===== src/rtl/tdm_demux16.sv =====
// TDM demultiplexer: gathers 16 time-slot samples into a frame and offers it on a valid/ready port.
// Optional sticky frame-loss flag 'overrun' is built when TDM_DEMUX16_OVERRUN_EN is defined.
module tdm_demux16 #(
  parameter int WIDTH = 1
) (
  input  logic                  clk,
  input  logic                  rst_n,
  input  logic [WIDTH-1:0]      in_data,
  input  logic                  in_valid,
  input  logic                  in_sync,
  output logic [16*WIDTH-1:0]   out_data,
  output logic                  out_valid,
  input  logic                  out_ready,
  output logic [3:0]            slot,
`ifdef TDM_DEMUX16_OVERRUN_EN
  output logic                  overrun,
`endif
  output logic                  dbg_state_o
);

  // Output handshake: a frame transfers on any cycle where out_valid and out_ready are both 1.
  // out_valid stays high and out_data stays stable until that transfer; the input side never stalls.

  typedef enum logic {
    HUNT    = 1'b0,
    COLLECT = 1'b1
  } state_e;

  state_e                state_q;
  logic [3:0]            slot_q;
  logic [16*WIDTH-1:0]   shadow_q;
  logic [16*WIDTH-1:0]   shadow_d;
  logic [16*WIDTH-1:0]   out_data_q;
  logic                  out_valid_q;
  logic [3:0]            wr_idx;
  logic                  wr_en;
  logic                  frame_done;
  logic                  accept;
  logic                  load;

  always_comb begin
    wr_idx     = in_sync ? 4'd0 : slot_q;
    wr_en      = in_valid && (in_sync || (state_q == COLLECT));
    frame_done = wr_en && !in_sync && (slot_q == 4'd15);
    shadow_d   = shadow_q;
    if (wr_en) begin
      shadow_d[int'(wr_idx)*WIDTH +: WIDTH] = in_data;
    end
    accept     = out_valid_q && out_ready;
    // A completed frame is dropped when the previous one is still pending and not taken now.
    load       = frame_done && (!out_valid_q || out_ready);
  end

  always_ff @(posedge clk or negedge rst_n) begin
    if (!rst_n) begin
      state_q     <= HUNT;
      slot_q      <= 4'd0;
      shadow_q    <= '0;
      out_data_q  <= '0;
      out_valid_q <= 1'b0;
    end else begin
      shadow_q <= shadow_d;
      if (in_sync) begin
        state_q <= COLLECT;
        slot_q  <= {3'b000, in_valid};
      end else if ((state_q == COLLECT) && in_valid) begin
        slot_q <= slot_q + 4'd1;
      end
      if (load) begin
        out_data_q  <= shadow_d;
        out_valid_q <= 1'b1;
      end else if (accept) begin
        out_valid_q <= 1'b0;
      end
    end
  end

`ifdef TDM_DEMUX16_OVERRUN_EN
  logic overrun_q;

  always_ff @(posedge clk or negedge rst_n) begin
    if (!rst_n) begin
      overrun_q <= 1'b0;
    end else if (frame_done && out_valid_q && !out_ready) begin
      overrun_q <= 1'b1;
    end
  end

  assign overrun = overrun_q;
`endif

  assign out_data    = out_data_q;
  assign out_valid   = out_valid_q;
  assign slot        = slot_q;
  assign dbg_state_o = (state_q == COLLECT);

endmodule


===== config.mk =====
export PLATFORM = sky130hd
export DESIGN_NAME = tdm_demux16
export DESIGN_NICKNAME = d
export VERILOG_FILES = /design/src/rtl/tdm_demux16.sv
export SDC_FILE = /design/constraint.sdc
export NUM_CORES = 1
export LEC_CHECK = 0
export ABC_AREA = 1
export CORE_ASPECT_RATIO = 1.25
export CORE_UTILIZATION = 33
export DETAILED_ROUTE_END_ITERATION = 8
export GPL_TIMING_DRIVEN = 0
export PLACE_DENSITY_LB_ADDON = 0.1
export SETUP_SLACK_MARGIN = 0.05
export SLEW_MARGIN = 25
export SYNTH_ARGS = -nofsm -noshare
export SYNTH_HDL_FRONTEND = slang
export SYNTH_SLANG_ARGS = --single-unit

===== constraint.sdc =====
create_clock -name clk -period 2.05 [get_ports clk]
set_input_delay 0.3075 -clock clk [delete_from_list [all_inputs] [get_ports clk]]
set_output_delay 0.3075 -clock clk [all_outputs]
set_load 0.05 [all_outputs]

* Word level (Yosys, flattened, before mapping) *
Index checks and enable logic that the tools add are counted.

cells by class
  add/subtract/negate cells = 2
  equality and inequality tests = 1
  shift-type cells = 2
  muxes and demuxes = 7
  reductions and logical operators = 12

operator list
  kind                       count
  $neg A4 Y33                1
  $shift A1 B33 Y16 const A  1
  $shiftx A1 B33 Y16         1
  $bwmux W16                 1
  $mux W16                   1
  $mux W4                    3
  $logic_and A1 B1 Y1        6
  $add A4 B1 Y4 const B      1
  $eq A4 B4 Y1 const B       1
  $reduce_bool A2 Y1         2
  $logic_not A1 Y1           2
  $logic_or A1 B1 Y1         2
  $mux W1                    2

word-level totals
  flip-flop bits (word level) = 38
  logic and storage cells = 29

* Depth between registers and ports, before layout *
Gate-level depths: netlist of run 1.

  depth in word-level cells = 6
  depth in mapped cells = 13
  mapped depth without buffers = 13

* Least setup slack after synthesis of run 1 *
Ideal clock, no wire load.

  kind = reg2reg
  start point = reg slot_q[1] (netlist: slot[1])
  end point = reg shadow_q[12]
  arrival time = 2.001 ns
  slack = -0.070 ns
  cell stages (with the launch flop) = 9
  cell sequence = dfrtp_1 -> inv_1 -> nor2_1 -> inv_1 -> ha_1 -> nand2_2 -> nor3b_4 -> nand3_1 -> and2_1

between the ends
  longest elaborated chain between the ends = 5

ends and longest elaborated chain
  element                                                         RTL line  text
  start: declaration                                              30        logic [3:0] slot_q;
  start signal: assignment                                        65        slot_q <= {3'b000, in_valid};
  start signal: assignment                                        67        slot_q <= slot_q + 4'd1;
  $mux W4 (*)                                                     42        wr_idx = in_sync ? 4'd0 : slot_q;
  $neg A4 Y33 (*)                                                 47        shadow_d[int'(wr_idx)*WIDTH +: WIDTH] = in_data;
  $shiftx A1 B33 Y16 / $shift A1 B33 Y16 (equally long branches)  47
  $bwmux W16 (*)                                                  47
  $mux W16 (*)                                                    46        if (wr_en) begin
  named net shadow_d[12]                                          32        logic [16*WIDTH-1:0] shadow_d;
  end signal: assignment                                          62        shadow_q <= shadow_d;
  end: declaration                                                31        logic [16*WIDTH-1:0] shadow_q;

The timed path passes the listed nets; every way through them passes the cells marked *.
A chain may end at the register's enable or synchronous reset.

* Final worst setup path of run 1 *
  start point = reg slot_q[3] (netlist: slot[3])
  end point = out slot[3]

RTL lines
  element           RTL line  text
  end: declaration  14        output logic [3:0] slot,

No word-level cell between the ends.

==> results of run 1 <==
cells in the mapped netlist, types with 5 or more instances:
cell type  number  area share [%]
o21ai_0         6             1.5
nor2_1          8             1.5
nand3_1        13             3.3
ha_1            6             3.9
inv_1          34             6.6
o21ai_1         9             2.3
o21ai_2         7             3.1
nand2_1        61              12
dfrtp_1        38              49
nand4_1         5             1.6
cell type report:
cell class                      count  share of cell area (%)
Buffer                              2                   0.391
Clock buffer                        7                    3.37
Clock inverter                      1                    1.17
Inverter                           38                    5.57
Multi-Input combinational cell    149                    35.6
Sequential cell                    38                    37.3
Tap cell                           64                    3.13
Timing Repair Buffer               34                    13.4
timing repair:
item                                   in CTS  in global routing
pin swaps                                   3                  3
buffers inserted                            4                  1
gates resized for setup                     6                 10
endpoints found under the hold margin      19                  0
setup endpoints to repair                  32                 25
hold buffers                                1                  0
cloned                                      1                  0
power breakdown:
part	switching (W)	internal [W]
clock	0.000269	0.000397
sequential	0.0000252	0.000822
combinational	0.000249	0.000149
total	0.000543	0.00137
state kept, by name, indices dropped and copies added (netlist names):
name         count
slot             4
out_data        16
shadow_q        16
out_valid        1
dbg_state_o      1
logic make-up after synthesis:
kind of cell / synth area share [%]
AO/OA/AOI/OAI: 11.1
flip-flops: 48.8
buffers and inverters: 7.84
adder cells (fa/ha/maj): 3.86
AND/OR/NAND/NOR: 28.3
per-stage QoR:
step	util (%)	hold slack, ns	total power [W]	area (um2)	TNS (ns)
after CTS	45.1	0.477	0.00193	2500	0
after global routing	46.1	0.504	0.00202	2560	0
after global placement	41.4	0.455	0.00121	2300	-28.18
after floorplan	-	0.0119	0.00112	1950	0
final	46.1	0.474	0.00191	2560	0
after detailed placement	41.8	0.310	0.00123	2320	-15.01
layout by cell type (no fill, tap or decap), drive strengths merged:
cell,netlist,final
ha,6,6
dlygate4sd2,0,1
o21ai,22,22
and2,1,1
a21oi,4,4
bufinv,0,1
nand4,5,5
inv,38,38
clkbuf,0,7
buf,2,9
clkdlybuf4s50,0,25
nand2,68,68
nor2,14,15
dlygate4sd3,0,1
a21o,1,1
nand3,14,14
nor3,5,5
o211ai,1,1
dfrtp,38,38
nor3b,1,1
a31o,2,2
or2,1,1
o21bai,3,3
per-layer routing:
layer	track usage, %	share of wire [%]
met4	6.55	1.4
met3	2.99	3.3
met1	18.9	45
met2	27.6	50
met5	0	0
path summary, 6_finish.rpt:
check | from | end | slack (ns)
worst min-delay path | shadow_q[2]$_DFF_PN0_ | shadow_q[2]$_DFF_PN0_ | 0.47
worst max register to register | slot[0]$_DFFE_PN0P_ | shadow_q[12]$_DFF_PN0_ | 0.20
max in group asynchronous | rst_n | shadow_q[2]$_DFF_PN0_ | 1.06
worst max-delay path | slot[3]$_DFFE_PN0P_ | slot[3] | 0.19
worst min register to register | shadow_q[2]$_DFF_PN0_ | shadow_q[2]$_DFF_PN0_ | 0.47
min in group asynchronous | rst_n | shadow_q[4]$_DFF_PN0_ | 0.52
==> metrics.txt, run 1 <==
status finished with violations; failing checks DRC; Layout Cells excl Fill approximately 330; Net Count, Synth 238; die height around 90 um; synthesized instance count approximately 230; Worst Path Class, Setup reg -> out; slowest stage delay, CP approximately 0.83 ns; HPWL after DPL around 3100 um; CORE AREA roughly 5600 um2; largest net degree at the start of global routing 21; multi-input logic area 912 um2; Yosys cell types 28; wire length per cell 13.3 um; Starting Density a little over a third; H-tree levels 2; final net count 280; Worst VDD drop slightly below 0.4 mV; ANT cells 0; Clk Latency, worst-skew pair around 0.29 ns; worst-path fanout max 5; initial antenna violation count 0; worst path required time approximately 1.7 ns; register area 955 um2; filler cell count 576; DR pass1 iterations 6; crit start category register; Die ar. 6210 um2; Final Setup Violations 0; FF-to-FF path depth 8; Mapped Area roughly 1900 um2; maximum clock rate about 0.54 GHz; Clock Tree Root clkbuf_8; Main synth FF type dfrtp_1; Synth Register Bits 38; number of global-route vias before repair ~1.5k; asr flop ratio synth 100%; layout cells sized above 1 between 20% and 30%; number of max-cap violations 0; worst hold path class reg -> reg; DR vias ~1.6k; Final Hold Viols 0; slew margin rel. 65.8%; fin crit period between 1.5 and 2 ns; Slew Limit Fails 0; post-route ant nets 0; Setup WS pre-CTS -0.581 ns; clk_skew 0.00873 ns; Tcrit/Tclk final approximately nine tenths; Residual DRC 5; RSZ-0062 raised after global routing true; Top delay family on crit path buffers and inverters; std cell rows 30; Leakage 1.25 nW; Worst Tran Pin Value roughly 0.51 ns; dpl cells 318; WP buf/inv 1; I/O pins 28; part of the Yosys area used for sequential elements a little under 50%; # port buffers 27; number of synthesized flops with an enable pin 0; Clock Pin Slew Worst Setup and Hold Paths roughly 0.080 ns; crit path DAT roughly 1.6 ns; Num CTS Buffers 5; Initial DRC Count 66; Die Wd between 70 and 80 um; CTS tree yes; Levels on crit path 1; Pwr per Cell Area roughly 750 nW/um2; Yosys warnings 0; Final WS setup approximately 0.19 ns; Cell Chain, Critical Path clkdlybuf4s50_1; Worst setup EP type output pin; WHS Path Cells 2; Clock Tree Buf Depth 2; drt via density approximately 4.7; global-route wire length before repair between 7000 and 8000 um; Area growth, synth to finish 31.4%; total gr overflow 0; Slowest-stage cell, CP clkdlybuf4s50_1; RD Place Congestion slightly above 0.8; Overall Global Routing Usage ~16%; Clock Sinks 38; DRT Wirelength roughly 4400 um; Syn Area/Cell ~8.6 um2
Note: power is estimated with default switching activity, not from simulation.
==> inputs of run 2 (changes only) <==
--- a/config.mk
+++ b/config.mk
@@ -6,6 +6,7 @@
 export NUM_CORES = 1
 export LEC_CHECK = 0
 export ABC_AREA = 1
+export ABC_CLOCK_PERIOD_IN_PS = 1700
 export CORE_ASPECT_RATIO = 1.25
 export CORE_UTILIZATION = 33
 export DETAILED_ROUTE_END_ITERATION = 8
==> constraint.sdc (replaced) <==
create_clock -name clk -period 1.7 [get_ports clk]
set_input_delay 0.255 -clock clk [delete_from_list [all_inputs] [get_ports clk]]
set_output_delay 0.255 -clock clk [all_outputs]
set_load 0.05 [all_outputs]
==> metrics.txt, run 2 (synthesized netlist as in run 1, its figures left out) <==
commonest cells after routing, fill and taps aside nand2_1 (51), dfrtp_1 (34), inv_1 (28); Clk network pwr share between 20 and 30%; Num CTS Buffers 5; Layout Cells excl Fill ~350; multi-input logic area roughly 1100 um2; I/O pins 28; Starting Density about a third; number of global-route vias before repair around 1.7k; Final Setup Violations 26; std cell rows 30; H-tree levels 2; fin crit period around 1.8 ns; Slew Limit Fails 0; HPWL after DPL about 3200 um; final net count around 290; Clock Pin Slew Worst Setup and Hold Paths around 0.070 ns; drt via density approximately 4.9; filler cell count around 560; Die ar. 6210 um2; Worst Path Class, Setup reg -> reg; Pwr per Cell Area 821 nW/um2; Leakage around 1.4 nW; slew margin rel. around two thirds; global-route wire length before repair between 8000 and 9000 um; # port buffers 27; clk_skew 0.00629 ns; post-route ant nets 0; Final Hold Viols 0; initial antenna violation count 0; net switching power approximately 0.00074 W; ANT cells 0; RSZ-0062 raised after global routing true; Worst setup EP type register; worst hold path class in -> reg; DRT Wirelength ~5000 um; maximum clock rate 0.545 GHz; Layout Utilization 50.4%; total gr overflow 0; register area 956 um2; Worst Tran Pin Value ~0.51 ns; Initial DRC Count 79; RD Place Congestion ~0.82; status finished with violations; Die Wd between 70 and 80 um; crit start category register; failing checks DRC, setup timing; hold_ws approximately 0.43 ns; Area growth, synth to finish 43.8%; DR vias roughly 1.7k; number of max-cap violations 0; crit path DAT 2.00 ns; Final WS setup -0.133 ns; worst-path fanout max 5; dpl cells roughly 320; commonest non-fill, non-tap cell in the layout nand2_1; die height roughly 88 um; power share of the sequential group about 44%; cell internal pwr approximately 0.0016 W; Clock Sinks 38; CORE AREA between 5000 and 6000 um2; largest net degree at the start of global routing 21; Clock Tree Buf Depth 2; worst path required time 1.86 ns; Clk Latency, worst-skew pair ~0.29 ns; Clock Tree Root clkbuf_8; Tcrit/Tclk final 108%; Comb pwr share 27.1%; CTS tree yes; DR pass1 iterations 6; Overall Global Routing Usage between 10% and 20%; layout cells sized above 1 37.5%; switching part of the total between 30% and 40%; wire length per cell around 14 um; Worst VDD drop approximately 0.49 mV; Residual DRC 7
## run 2: cell types whose count changed in the layout (fill, tap and decap cells not counted), moves of 3 or more
cell             change
inv_2                +3
buf_4               +11
o21ai_2              +3
inv_1                -5
dlygate4sd2_1       +21
nand3_1              -7
nand3_2              +7
o21ai_1              -3
clkdlybuf4s50_1     -22
nand2_1             -10
nand2_2              +7
## run 2: final cells by class
| type | instances | share of cell area [%] |
|---|---|---|
| clock buffers | 6 | 2.95 |
| well taps | 64 | 2.86 |
| flip-flops and latches | 38 | 34.1 |
| inverters | 38 | 5.36 |
| repair buffers | 47 | 15.4 |
| clock inverters | 2 | 0.447 |
| multi-input cells | 150 | 38.5 |
| plain buffers | 2 | 0.357 |
## run 2: metal layers
metal / track usage, % / routed length, um / vias up
met1: 22.8 / 2190 / 823
met2: 30.9 / 2570 / 29
met3: 3.68 / 139 / 9
met5: 0 / 0 / -
li1: - / - / 827
met4: 7.09 / 96 / 0
## run 2: stage by stage
stage | instance area, um2 | setup slack [ns] | TNS [ns] | total power [W]
global placement | 2330 | -0.860 | -51.53 | 0.00148
global route | 2800 | -0.221 | -4.58 | 0.00244
finish | 2800 | -0.133 | -2.11 | 0.00230
detailed placement | 2350 | -0.875 | -25.50 | 0.00149
floorplan | 1980 | -0.202 | -4.07 | 0.00137
CTS | 2730 | -0.0484 | -0.442 | 0.00228
## run 2: worst max-delay path, cell delays in order (launching register included)
cell and delay, ns:
dfrtp_2 0.39, inv_2 0.05, nor2_4 0.20, nor3_4 0.06
ha_4 0.33, nand2_8 0.08, buf_12 0.13, nor2_4 0.18
nand4_1 0.10, nand2_1 0.11, o21ai_1 0.07
## run 2: worst paths after layout
check                                      start                 endpoint  slack, ns  depth (start not counted)
setup reg to reg             slot[1]$_DFFE_PN0P_  out_data[7]$_DFFE_PN0P_      -0.13                         10
hold / removal                           in_sync  dbg_state_o$_DFFE_PN0P_       0.43                          2
setup / recovery             slot[1]$_DFFE_PN0P_  out_data[7]$_DFFE_PN0P_      -0.13                         10
min in group asynchronous                  rst_n  out_data[2]$_DFFE_PN0P_       0.47                          2
hold reg to reg            shadow_q[2]$_DFF_PN0_    shadow_q[2]$_DFF_PN0_       0.47                          2
max in group asynchronous                  rst_n      slot[3]$_DFFE_PN0P_       0.76                          3
## run 2: what timing repair did
item | in CTS | in global routing
setup buffers | 16 | 2
hold endpoints to repair | 19 | 0
setup endpoints to repair | 55 | 33
cloned | 2 | 0
hold buffers | 1 | 0
resized for setup | 63 | 13
pin swaps | 22 | 19
## run 2: power by group through the flow
stage / clock network (W) / logic, W / registers, W
after detailed placement: 0 / 0.000451 / 0.00104
after floorplan: 0 / 0.000306 / 0.00106
after CTS: 0.000683 / 0.000578 / 0.00102
final: 0.000656 / 0.000624 / 0.00102
after global routing: 0.000725 / 0.000683 / 0.00103
after global placement: 0 / 0.000438 / 0.00104
